**config.mk**
```make
export PLATFORM = sky130hd
export DESIGN_NAME = fir_accel_host_flat
export DESIGN_NICKNAME = d
export VERILOG_FILES = /design/src/rtl/fir_accel_host_if.sv /design/src/rtl/fir_accel_host.sv /design/src/flat_wrapper.sv
export SDC_FILE = /design/constraint.sdc
export NUM_CORES = 1
export LEC_CHECK = 0
export ABC_AREA = 1
export BUFFER_PORTS_ARGS = -buffer_cell sky130_fd_sc_hd__clkbuf_2
export CAP_MARGIN = 20
export CORE_ASPECT_RATIO = 0.9
export CORE_UTILIZATION = 49
export DETAILED_ROUTE_END_ITERATION = 10
export GPL_TIMING_DRIVEN = 0
export PLACE_DENSITY = 0.83
export SLEW_MARGIN = 10
export SYNTH_ARGS = -nofsm -noshare
export SYNTH_HDL_FRONTEND = slang
export SYNTH_SLANG_ARGS = --single-unit
export TNS_END_PERCENT = 100
```
**constraint.sdc**
```tcl
create_clock -name clk -period 1.7 [get_ports clk]
set_input_delay 0.51 -clock clk [delete_from_list [all_inputs] [get_ports clk]]
set_output_delay 0.51 -clock clk [all_outputs]
set_load 0.01 [all_outputs]
```
**src/rtl/fir_accel_host_if.sv**
```systemverilog
// Stream, coefficient-config and accelerator-side signals of the FIR accelerator host.
//  slave  : view taken by fir_accel_host (consumes samples/cfg, drives the accelerator)
//  master : view taken by the surrounding fabric / accelerator model
//  in_*   : sample stream, valid/ready
//  out_*  : result stream, valid/ready, show-ahead data
//  cfg_*  : coefficient write port, accepted on cfg_wr_en & cfg_ready
//  acc_*  : start/done transaction and coefficient write strobe to the accelerator
interface fir_accel_host_if #(
  parameter int TAPS  = 8,
  parameter int WIDTH = 32
);
  localparam int AW = (TAPS > 1) ? $clog2(TAPS) : 1;

  logic                    in_valid;
  logic                    in_ready;
  logic signed [WIDTH-1:0] in_data;
  logic                    out_valid;
  logic                    out_ready;
  logic signed [WIDTH-1:0] out_data;
  logic                    cfg_wr_en;
  logic [AW-1:0]           cfg_wr_addr;
  logic signed [WIDTH-1:0] cfg_wr_data;
  logic                    cfg_ready;
  logic                    acc_start;
  logic signed [WIDTH-1:0] acc_sample;
  logic                    acc_done;
  logic signed [WIDTH-1:0] acc_result;
  logic                    acc_coeff_wr_en;
  logic [AW-1:0]           acc_coeff_wr_addr;
  logic signed [WIDTH-1:0] acc_coeff_wr_data;

  modport slave (
    input  in_valid, in_data, out_ready, cfg_wr_en, cfg_wr_addr, cfg_wr_data,
           acc_done, acc_result,
    output in_ready, out_valid, out_data, cfg_ready, acc_start, acc_sample,
           acc_coeff_wr_en, acc_coeff_wr_addr, acc_coeff_wr_data
  );

  modport master (
    output in_valid, in_data, out_ready, cfg_wr_en, cfg_wr_addr, cfg_wr_data,
           acc_done, acc_result,
    input  in_ready, out_valid, out_data, cfg_ready, acc_start, acc_sample,
           acc_coeff_wr_en, acc_coeff_wr_addr, acc_coeff_wr_data
  );
endinterface

```
**src/rtl/fir_accel_host.sv**
```systemverilog
// FIR accelerator host: runs one start/done transaction per accepted sample,
// forwards coefficient writes, buffers results in a show-ahead FIFO and aborts
// a transaction whose done does not arrive within TIMEOUT cycles.
//  clk, rst_n      : clock, asynchronous active-low reset
//  bus (slave)     : sample/result streams, cfg port, accelerator signals
//  busy            : high while waiting for acc_done
//  timeout_err     : sticky watchdog flag, cleared by clear_err
//  clear_err       : clears timeout_err (wins over a same-cycle set)
//  result_count    : results pushed since reset, wrapping
module fir_accel_host #(
  parameter int TAPS      = 8,
  parameter int WIDTH     = 32,
  parameter int OUT_DEPTH = 4,
  parameter int TIMEOUT   = 64
) (
  input  logic                  clk,
  input  logic                  rst_n,
  fir_accel_host_if.slave       bus,
  output logic                  busy,
  output logic                  timeout_err,
  input  logic                  clear_err,
  output logic [31:0]           result_count
);
  localparam int AW = (TAPS > 1) ? $clog2(TAPS) : 1;
  localparam int PW = (OUT_DEPTH > 1) ? $clog2(OUT_DEPTH) : 1;
  localparam int CW = PW + 1;
  localparam int TW = $clog2(TIMEOUT);

  typedef enum logic {IDLE, WAIT_DONE} state_t;
  state_t state, state_nxt;

  logic [TW-1:0]           timer;
  logic                    start_q;
  logic signed [WIDTH-1:0] sample_q;
  logic                    cwr_en_q;
  logic [AW-1:0]           cwr_addr_q;
  logic signed [WIDTH-1:0] cwr_data_q;

  logic signed [WIDTH-1:0] mem [OUT_DEPTH];
  logic [PW-1:0]           wr_ptr, rd_ptr;
  logic [CW-1:0]           count;

  logic cfg_acc, in_acc, done_ok, tmo, push, pop;

  // Config has priority over samples; a high acc_done (possibly a stale one
  // after an abort) also blocks new samples so it cannot be mistaken for the
  // next transaction's result.
  assign bus.cfg_ready = (state == IDLE);
  assign bus.in_ready  = (state == IDLE) && !bus.cfg_wr_en && !bus.acc_done &&
                         (count < CW'(OUT_DEPTH));
  assign cfg_acc = bus.cfg_wr_en && bus.cfg_ready;
  assign in_acc  = bus.in_valid && bus.in_ready;

  // acc_done is not trusted in the start cycle.
  assign done_ok = (state == WAIT_DONE) && !start_q && bus.acc_done;
  assign tmo     = (state == WAIT_DONE) && !bus.acc_done && (timer == TW'(TIMEOUT - 1));
  assign push    = done_ok;
  assign pop     = bus.out_valid && bus.out_ready;

  assign bus.out_valid         = (count != '0);
  assign bus.out_data          = mem[rd_ptr];
  assign bus.acc_start         = start_q;
  assign bus.acc_sample        = sample_q;
  assign bus.acc_coeff_wr_en   = cwr_en_q;
  assign bus.acc_coeff_wr_addr = cwr_addr_q;
  assign bus.acc_coeff_wr_data = cwr_data_q;
  assign busy                  = (state == WAIT_DONE);

  always_comb begin
    state_nxt = state;
    case (state)
      IDLE:      if (in_acc) state_nxt = WAIT_DONE;
      WAIT_DONE: if (done_ok || tmo) state_nxt = IDLE;
      default:   state_nxt = IDLE;
    endcase
  end

  always_ff @(posedge clk or negedge rst_n) begin
    if (!rst_n) begin
      state        <= IDLE;
      timer        <= '0;
      start_q      <= 1'b0;
      sample_q     <= '0;
      cwr_en_q     <= 1'b0;
      cwr_addr_q   <= '0;
      cwr_data_q   <= '0;
      timeout_err  <= 1'b0;
      result_count <= '0;
    end else begin
      state    <= state_nxt;
      start_q  <= in_acc;
      cwr_en_q <= cfg_acc;
      if (cfg_acc) begin
        cwr_addr_q <= bus.cfg_wr_addr;
        cwr_data_q <= bus.cfg_wr_data;
      end
      if (in_acc) begin
        sample_q <= bus.in_data;
        timer    <= '0;
      end else if (state == WAIT_DONE) begin
        timer <= timer + 1'b1;
      end
      if (push) result_count <= result_count + 32'd1;
      if (clear_err)  timeout_err <= 1'b0;
      else if (tmo)   timeout_err <= 1'b1;
    end
  end

  // Result FIFO. A push never meets a full FIFO because a sample is only
  // accepted while a slot is free and only one transaction is in flight.
  always_ff @(posedge clk or negedge rst_n) begin
    if (!rst_n) begin
      wr_ptr <= '0;
      rd_ptr <= '0;
      count  <= '0;
      for (int i = 0; i < OUT_DEPTH; i++) mem[i] <= '0;
    end else begin
      if (push) begin
        mem[wr_ptr] <= bus.acc_result;
        wr_ptr      <= wr_ptr + 1'b1;
      end
      if (pop) rd_ptr <= rd_ptr + 1'b1;
      case ({push, pop})
        2'b10:   count <= count + 1'b1;
        2'b01:   count <= count - 1'b1;
        default: ;
      endcase
    end
  end
endmodule

```
**src/flat_wrapper.sv**
```systemverilog
// flat-port wrapper written by rule: the top's interface ports become plain ports
module fir_accel_host_flat 
#(
  parameter int TAPS      = 8,
  parameter int WIDTH     = 32,
  parameter int OUT_DEPTH = 4,
  parameter int TIMEOUT   = 64
)
  (clk, rst_n, busy, timeout_err, clear_err, result_count, bus_in_valid, bus_in_data, bus_out_ready, bus_cfg_wr_en, bus_cfg_wr_addr, bus_cfg_wr_data, bus_acc_done, bus_acc_result, bus_in_ready, bus_out_valid, bus_out_data, bus_cfg_ready, bus_acc_start, bus_acc_sample, bus_acc_coeff_wr_en, bus_acc_coeff_wr_addr, bus_acc_coeff_wr_data);
  fir_accel_host_if #(.TAPS(TAPS), .WIDTH(WIDTH)) bus_i ();
  input  logic clk;
  input  logic rst_n;
  output logic busy;
  output logic timeout_err;
  input  logic clear_err;
  output logic [31:0] result_count;
  input wire logic [$bits(bus_i.in_valid)-1:0] bus_in_valid;
  input wire logic [$bits(bus_i.in_data)-1:0] bus_in_data;
  input wire logic [$bits(bus_i.out_ready)-1:0] bus_out_ready;
  input wire logic [$bits(bus_i.cfg_wr_en)-1:0] bus_cfg_wr_en;
  input wire logic [$bits(bus_i.cfg_wr_addr)-1:0] bus_cfg_wr_addr;
  input wire logic [$bits(bus_i.cfg_wr_data)-1:0] bus_cfg_wr_data;
  input wire logic [$bits(bus_i.acc_done)-1:0] bus_acc_done;
  input wire logic [$bits(bus_i.acc_result)-1:0] bus_acc_result;
  output wire logic [$bits(bus_i.in_ready)-1:0] bus_in_ready;
  output wire logic [$bits(bus_i.out_valid)-1:0] bus_out_valid;
  output wire logic [$bits(bus_i.out_data)-1:0] bus_out_data;
  output wire logic [$bits(bus_i.cfg_ready)-1:0] bus_cfg_ready;
  output wire logic [$bits(bus_i.acc_start)-1:0] bus_acc_start;
  output wire logic [$bits(bus_i.acc_sample)-1:0] bus_acc_sample;
  output wire logic [$bits(bus_i.acc_coeff_wr_en)-1:0] bus_acc_coeff_wr_en;
  output wire logic [$bits(bus_i.acc_coeff_wr_addr)-1:0] bus_acc_coeff_wr_addr;
  output wire logic [$bits(bus_i.acc_coeff_wr_data)-1:0] bus_acc_coeff_wr_data;
  assign bus_i.in_valid = bus_in_valid;
  assign bus_i.in_data = bus_in_data;
  assign bus_i.out_ready = bus_out_ready;
  assign bus_i.cfg_wr_en = bus_cfg_wr_en;
  assign bus_i.cfg_wr_addr = bus_cfg_wr_addr;
  assign bus_i.cfg_wr_data = bus_cfg_wr_data;
  assign bus_i.acc_done = bus_acc_done;
  assign bus_i.acc_result = bus_acc_result;
  assign bus_in_ready = bus_i.in_ready;
  assign bus_out_valid = bus_i.out_valid;
  assign bus_out_data = bus_i.out_data;
  assign bus_cfg_ready = bus_i.cfg_ready;
  assign bus_acc_start = bus_i.acc_start;
  assign bus_acc_sample = bus_i.acc_sample;
  assign bus_acc_coeff_wr_en = bus_i.acc_coeff_wr_en;
  assign bus_acc_coeff_wr_addr = bus_i.acc_coeff_wr_addr;
  assign bus_acc_coeff_wr_data = bus_i.acc_coeff_wr_data;
  fir_accel_host #(.TAPS(TAPS), .WIDTH(WIDTH), .OUT_DEPTH(OUT_DEPTH), .TIMEOUT(TIMEOUT)) u_core (.clk(clk), .rst_n(rst_n), .bus(bus_i), .busy(busy), .timeout_err(timeout_err), .clear_err(clear_err), .result_count(result_count));
endmodule
```
[Yosys cells after proc, flatten, opt, wreduce, memory -nomap -nowiden]
Cells that the tools add are included.
Cells by class
  magnitude comparators: 4
  bitwise logic cells: 3
  reductions and logical operators: 19
  $add $sub $neg: 6
  equal/unequal tests: 3
  mux-type cells: 14
Operators by type and width (count)
  bitwise mux 128 bit: 1
  2-to-1 mux 32 bit: 3
  binary-select mux 32 bit (select 2 bit): 1
  demux 32 bit (select 2 bit): 1
  adder 32 x 1 -> 32 bit, second input constant: 1
  2-to-1 mux 6 bit: 2
  logical AND 1 bit: 11
  adder 6 x 1 -> 6 bit, second input constant: 1
  equality test 6 bit, second input constant: 1
  greater-or-equal comparator 3 bit, second input constant: 2
  inverter 2 -> 3 bit: 2
  case mux 3 bit (2 select lines): 1
  nonzero test 2 bit: 3
  adder 2 x 1 -> 2 bit, second input constant: 2
  2-to-1 mux 1 bit: 4
  adder 3 x 1 -> 3 bit, second input constant: 1
  zero test 1 bit: 3
  less-than comparator 3 x 1 -> 1 bit, second input constant: 1
  less-than comparator 3 bit, second input constant: 1
  nonzero test 3 bit: 1
  subtractor 3 x 1 -> 3 bit, second input constant: 1
  equality test 2 x 1 -> 1 bit, second input constant: 1
  equality test 2 bit, second input constant: 1
  case mux 1 bit (2 select lines): 1
  2 further kinds: 2
Storage, ports and cells
  input bits: 106
  word-level logic and storage cells: 65
  output and inout bits: 138
  register bits after elaboration: 244

[Depth between registers and ports, before layout]
  depth after elaboration: 7
  depth in mapped cells: 10
  depth with buffers taken out: 9

[Least setup slack after synthesis]
Ideal clock, no wire load.
  kind: register to register
  from: reg u_core.start_q (netlist: u_core.bus.acc_start)
  to: reg u_core.count[2]
  path buffers: 0
  data required time: 1569 ps
  slack: -156 ps
  arrival time: 1725 ps
  stages on the path, launching flop included: 9
  library setup time: 131 ps
  period minus slack after synthesis: 1856 ps
  cell sequence: dfrtp_1 > inv_1 > nand3_4 > ha_1 > inv_1 > fa_1 > a21oi_1 > o21ai_0 > xor2_1
On the way
  word-level cells in the longest chain between the ends: 5
  elaborated cells between the ends (all ways): 7
RTL lines
  start: declaration: line fir_accel_host.sv:33  | logic start_q;
  start signal: assignment: line fir_accel_host.sv:91  | start_q <= in_acc;
  zero test 1 bit *: line fir_accel_host.sv:55  | assign done_ok = (state == WAIT_DONE) && !start_q && bus.acc_done;
  logical AND 1 bit * (2 in a row): line fir_accel_host.sv:55
  equality test 2 x 1 -> 1 bit / equality test 2 bit (equally long branches): line fir_accel_host.sv:123  | case ({push, pop})
  case mux 3 bit (2 select lines) / nonzero test 2 bit (equally long branches)
  end signal: assignment: line fir_accel_host.sv:124  | 2'b10: count <= count + 1'b1;
  end signal: assignment: line fir_accel_host.sv:125  | 2'b01: count <= count - 1'b1;
  end: declaration: line fir_accel_host.sv:41  | logic [CW-1:0] count;
Mark *: on every way between the ends. The rest lies on a longest branch, timed or not.
A chain may end at the register's enable or synchronous reset.

[Final worst setup path]
  from: reg u_core.rd_ptr[0]
  to: out bus_out_data[21]
On the way
  word-level cells in the longest chain between the ends: 4
RTL lines
  start: declaration: line fir_accel_host.sv:40  | logic [PW-1:0] wr_ptr, rd_ptr;
  start signal: assignment: line fir_accel_host.sv:122  | if (pop) rd_ptr <= rd_ptr + 1'b1;
  inverter 2 -> 3 bit (not written as such): line fir_accel_host.sv:61  | assign bus.out_data = mem[rd_ptr];
  binary-select mux 32 bit (select 2 bit): line fir_accel_host.sv:61
  2-to-1 mux 32 bit (not written as such) (2 in a row): line fir_accel_host.sv:61
  end: declaration: line flat_wrapper.sv:27  | output wire logic [$bits(bus_i.out_data)-1:0] bus_out_data;
No other way between the ends. The select of a mux whose other input is x is not followed.

==> impl_results.rst <==
.. list-table::
   :header-rows: 1

   * - Metric
     - Value
   * - Layout cell share with drive strength beyond 1
     - 33.35%
   * - Complex-gate fraction of the synthesized area
     - 11.57%
   * - Adder-cell area share of the yosys netlist
     - 1.009%
   * - Post-Synthesis Cells
     - 1233
   * - Area growth from synthesis to layout
     - 35.99%
   * - Share of Yosys cell area claimed by the top area cell type
     - 57.24%
   * - Number of clock buffers inserted by TritonCTS
     - 26
   * - Nets@finish
     - 1663
   * - Final number of setup-violating endpoints
     - 41
   * - Xor and xnor area share after synthesis
     - 1.795%
   * - Reg-to-reg critical path startpoint
     - u_core.busy
   * - First-pass GRT wire length
     - 48650 µm
   * - Required time of the critical path
     - 1190 ps
   * - Number of enable-type register cells in the synthesized netlist
     - 0
   * - Number of global-route vias before repair
     - 9807
   * - Static leakage
     - 7.523 nW
   * - Slew at the pin with the worst max-slew slack
     - 523.4 ps
   * - Status
     - complete, but fails checks
   * - Most instantiated library cell after synthesis
     - sky130_fd_sc_hd__nand2_1
   * - Sort of element at the end of the critical path
     - output pin
   * - Number of DRC markers in iteration 0
     - 811
   * - Die width
     - 157.5 µm
   * - Post-synth top cells
     - sky130_fd_sc_hd__nand2_1, sky130_fd_sc_hd__dfrtp_1, sky130_fd_sc_hd__o21ai_0
   * - Synthesized area per cell
     - 8.651 µm²
   * - Routed len/inst
     - 17.26 µm
   * - Critical Setup Path Class
     - flip-flop to output pin
   * - H-tree levels
     - 1
   * - Violated checks
     - setup timing
   * - Routed wire length
     - 32000 µm
   * - Capturing element of the worst setup path
     - bus_out_data[21]
   * - Clk Tree Root Cell
     - sky130_fd_sc_hd__clkbuf_16
   * - Antenna violations before repair
     - 1
   * - Synthesized Nets
     - 1347
   * - Critical Path Start
     - u_core.rd_ptr[0]
   * - Detailed placer's ending HPWL
     - 19810 µm
   * - R2r worst-path depth
     - 9
   * - Type of element launching the critical path
     - flip-flop
   * - Final count of pins violating max slew
     - 0
   * - Capturing point of the worst reg2reg path
     - u_core.result_count[16]
   * - Die Span Y
     - 142.0 µm
   * - CTS Sinks
     - 244
   * - Die footprint
     - 22360 µm²
   * - CTS tree
     - done
   * - RSZ-0062 raised after global routing
     - yes
   * - Vias after detailed routing
     - 10020
   * - Pwr/cell area
     - 1875 nW/µm²
   * - Clock transition time at the flip-flop clock pins of the worst setup and hold paths
     - 70 ps
   * - Placeable Area
     - 21080 µm²
   * - Synth async-reset ratio
     - 100.0%
   * - Max Fclk
     - 435.6 MHz
   * - Final period demand of the worst path
     - 2296 ps
   * - Largest cells by area after synthesis
     - sky130_fd_sc_hd__dfrtp_1, sky130_fd_sc_hd__nand2_1, sky130_fd_sc_hd__o21ai_0, sky130_fd_sc_hd__nor2_1, sky130_fd_sc_hd__inv_1
   * - Proportion of synthesized chip area in sequential cells
     - 57.24%
   * - Maximum VDD drop
     - 1.371 mV
   * - Tcrit/Tclk final
     - 135.0%
   * - Number of design rule violations left after detail routing
     - 0
   * - Proportion of synthesized area in mux cells
     - 0%
   * - Summed negative setup slack over all endpoints
     - -17070 ps
   * - Most used flip-flop cell after synthesis
     - sky130_fd_sc_hd__dfrtp_1
   * - RD Place Congestion
     - 0.8380
   * - Final core area utilization
     - 68.80%
   * - Highest fanout seen on the critical path
     - 10
   * - Largest net degree at the start of global routing
     - 99
   * - Final Hold Violating Endpoints
     - 0
   * - Count of buffers from port buffering
     - 243
   * - Worst R2R Setup Slack
     - -40 ps
   * - Initial cell density of the core
     - 50.59%
   * - Biggest area consumer among synthesized cells
     - sky130_fd_sc_hd__dfrtp_1
   * - Final setup skew
     - 11.02 ps
   * - Placement-stage worst setup slack
     - -449.6 ps
   * - Number of vias per cell after detailed routing
     - 5.402
   * - Row cnt
     - 50
   * - Number of top-level pins
     - 244
   * - Main combinational cell family by area after synthesis
     - simple AND/OR/NAND/NOR gates
   * - Clock latency reported for the late side of the worst-skew pair
     - 520 ps
   * - Simple-gate share of the synthesized area
     - 22.32%
   * - Total congestion overflow
     - 0
   * - Post-synthesis cell area
     - 10670 µm²
   * - Number of nets with antenna violations after routing
     - 0
   * - Signal arrival time at the worst endpoint
     - 1790 ps
   * - Max Cap Violations
     - 0
   * - Worst setup margin
     - -595.8 ps
   * - All-layer global routing usage
     - 27.54%
   * - Count of cell types in the netlist
     - 41
   * - Number of search-and-repair iterations in the first detailed-routing pass
     - 5
   * - Flops & latches, synth
     - 244
   * - Slew Limit Headroom
     - 65.10%
   * - Number of diodes added for antenna fixing
     - 0
   * - Synth warn
     - 0
   * - Hold WC Path Type
     - input pin to flip-flop
   * - Buffers from clock root to sink, at most
     - 3
   * - Power Total
     - 27.20 mW
[sequential cells by signal, indices dropped and copies added, names as in the netlist]
| signal | count |
|---|---|
| u_core.mem | 128 |
| u_core.bus.acc_coeff_wr_data | 32 |
| u_core.bus.acc_sample | 32 |
| u_core.result_count | 32 |
| u_core.timer | 6 |
| u_core.bus.acc_coeff_wr_addr | 3 |
| u_core.count | 3 |
| u_core.rd_ptr | 2 |
| u_core.wr_ptr | 2 |
| u_core.bus.acc_coeff_wr_en | 1 |
| u_core.bus.acc_start | 1 |
| u_core.busy | 1 |
| u_core.timeout_err | 1 |
[placed cells by master, fill, tap and decap left out, types with 29 or more instances in the layout]
master / n
sky130_fd_sc_hd__o21ai_2: 29
sky130_fd_sc_hd__buf_2: 29
sky130_fd_sc_hd__o21ai_0: 75
sky130_fd_sc_hd__o21ai_1: 92
sky130_fd_sc_hd__nand2_1: 391
sky130_fd_sc_hd__inv_1: 79
sky130_fd_sc_hd__clkbuf_2: 225
sky130_fd_sc_hd__nor2_1: 73
sky130_fd_sc_hd__dfrtp_1: 234
sky130_fd_sc_hd__clkbuf_16: 37
[cell type report]
class	count	area (µm²)
tap	286	357.8
timing repair buffer	286	1770
buffer	58	619.3
sequential	244	6118
fill	1579	6578
multi-input combinational	843	4394
clock inverter	10	135.1
clock buffer	37	753.2
inverter	90	356.6
[through the flow]
stage	hold WS [ps]	area [µm²]	instances
floorplan	214.4	10690	1233
global placement	459.2	12260	1762
detailed placement	465.1	12320	1764
CTS	117.2	13740	1829
global route	137.8	14510	1854
finish	141.4	14510	1854
[what timing repair did]
action / 4_1_cts / 5_1_grt
endpoints found under the hold margin: 56 / 0
gates resized for setup: 149 / 239
setup buffers: 16 / 17
hold buffers: 1 / 0
pin swaps: 22 / 16
cloned: 1 / 8
endpoints found under the setup margin: 39 / 133
[per-layer routing]
layer  GRT usage [%]  up-vias  routed length (µm)
met4           10.02        2                 869
li1                -     4599                   -
met1           34.64     4869               12290
met3           5.542       65                2599
met5               0        -                  13
met2           47.04      481               16220
[how the worst min path moves through the flow]
stage,cells past startpoint,end,from
final,2,u_core.timeout_err,clear_err
after floorplan,0,u_core.bus.acc_coeff_wr_addr[0],rst_n
after CTS,2,u_core.timeout_err,clear_err
after detailed placement,2,u_core.bus.acc_coeff_wr_data[25],u_core.bus.acc_coeff_wr_data[25]
after global placement,1,u_core.count[0],u_core.count[0]
after global routing,2,u_core.timeout_err,clear_err
[kinds of logic (layout without fill, tap and decap cells)]
family	Yosys count	count (layout)
AO/OA/AOI/OAI	236	236
flip-flops	244	244
AND/OR/NAND/NOR	576	578
adder cells (fa/ha/maj)	8	8
buffers and inverters	148	481
XOR/XNOR	21	21
[where the power goes]
part           leakage (nW)  switching [mW]  internal (mW)
Combinational          4.03            6.38           4.93
Clock                 0.435            2.35           3.54
Sequential             3.05            1.71           8.30
[worst max-delay path, stage by stage, from the launching register on]
cell	delay (ps)
sky130_fd_sc_hd__dfrtp_2	460
sky130_fd_sc_hd__clkinv_4	140
sky130_fd_sc_hd__clkbuf_16	190
sky130_fd_sc_hd__nor2_2	60
sky130_fd_sc_hd__o22ai_2	230
sky130_fd_sc_hd__buf_2	180
(Power assumes the default switching activity.)
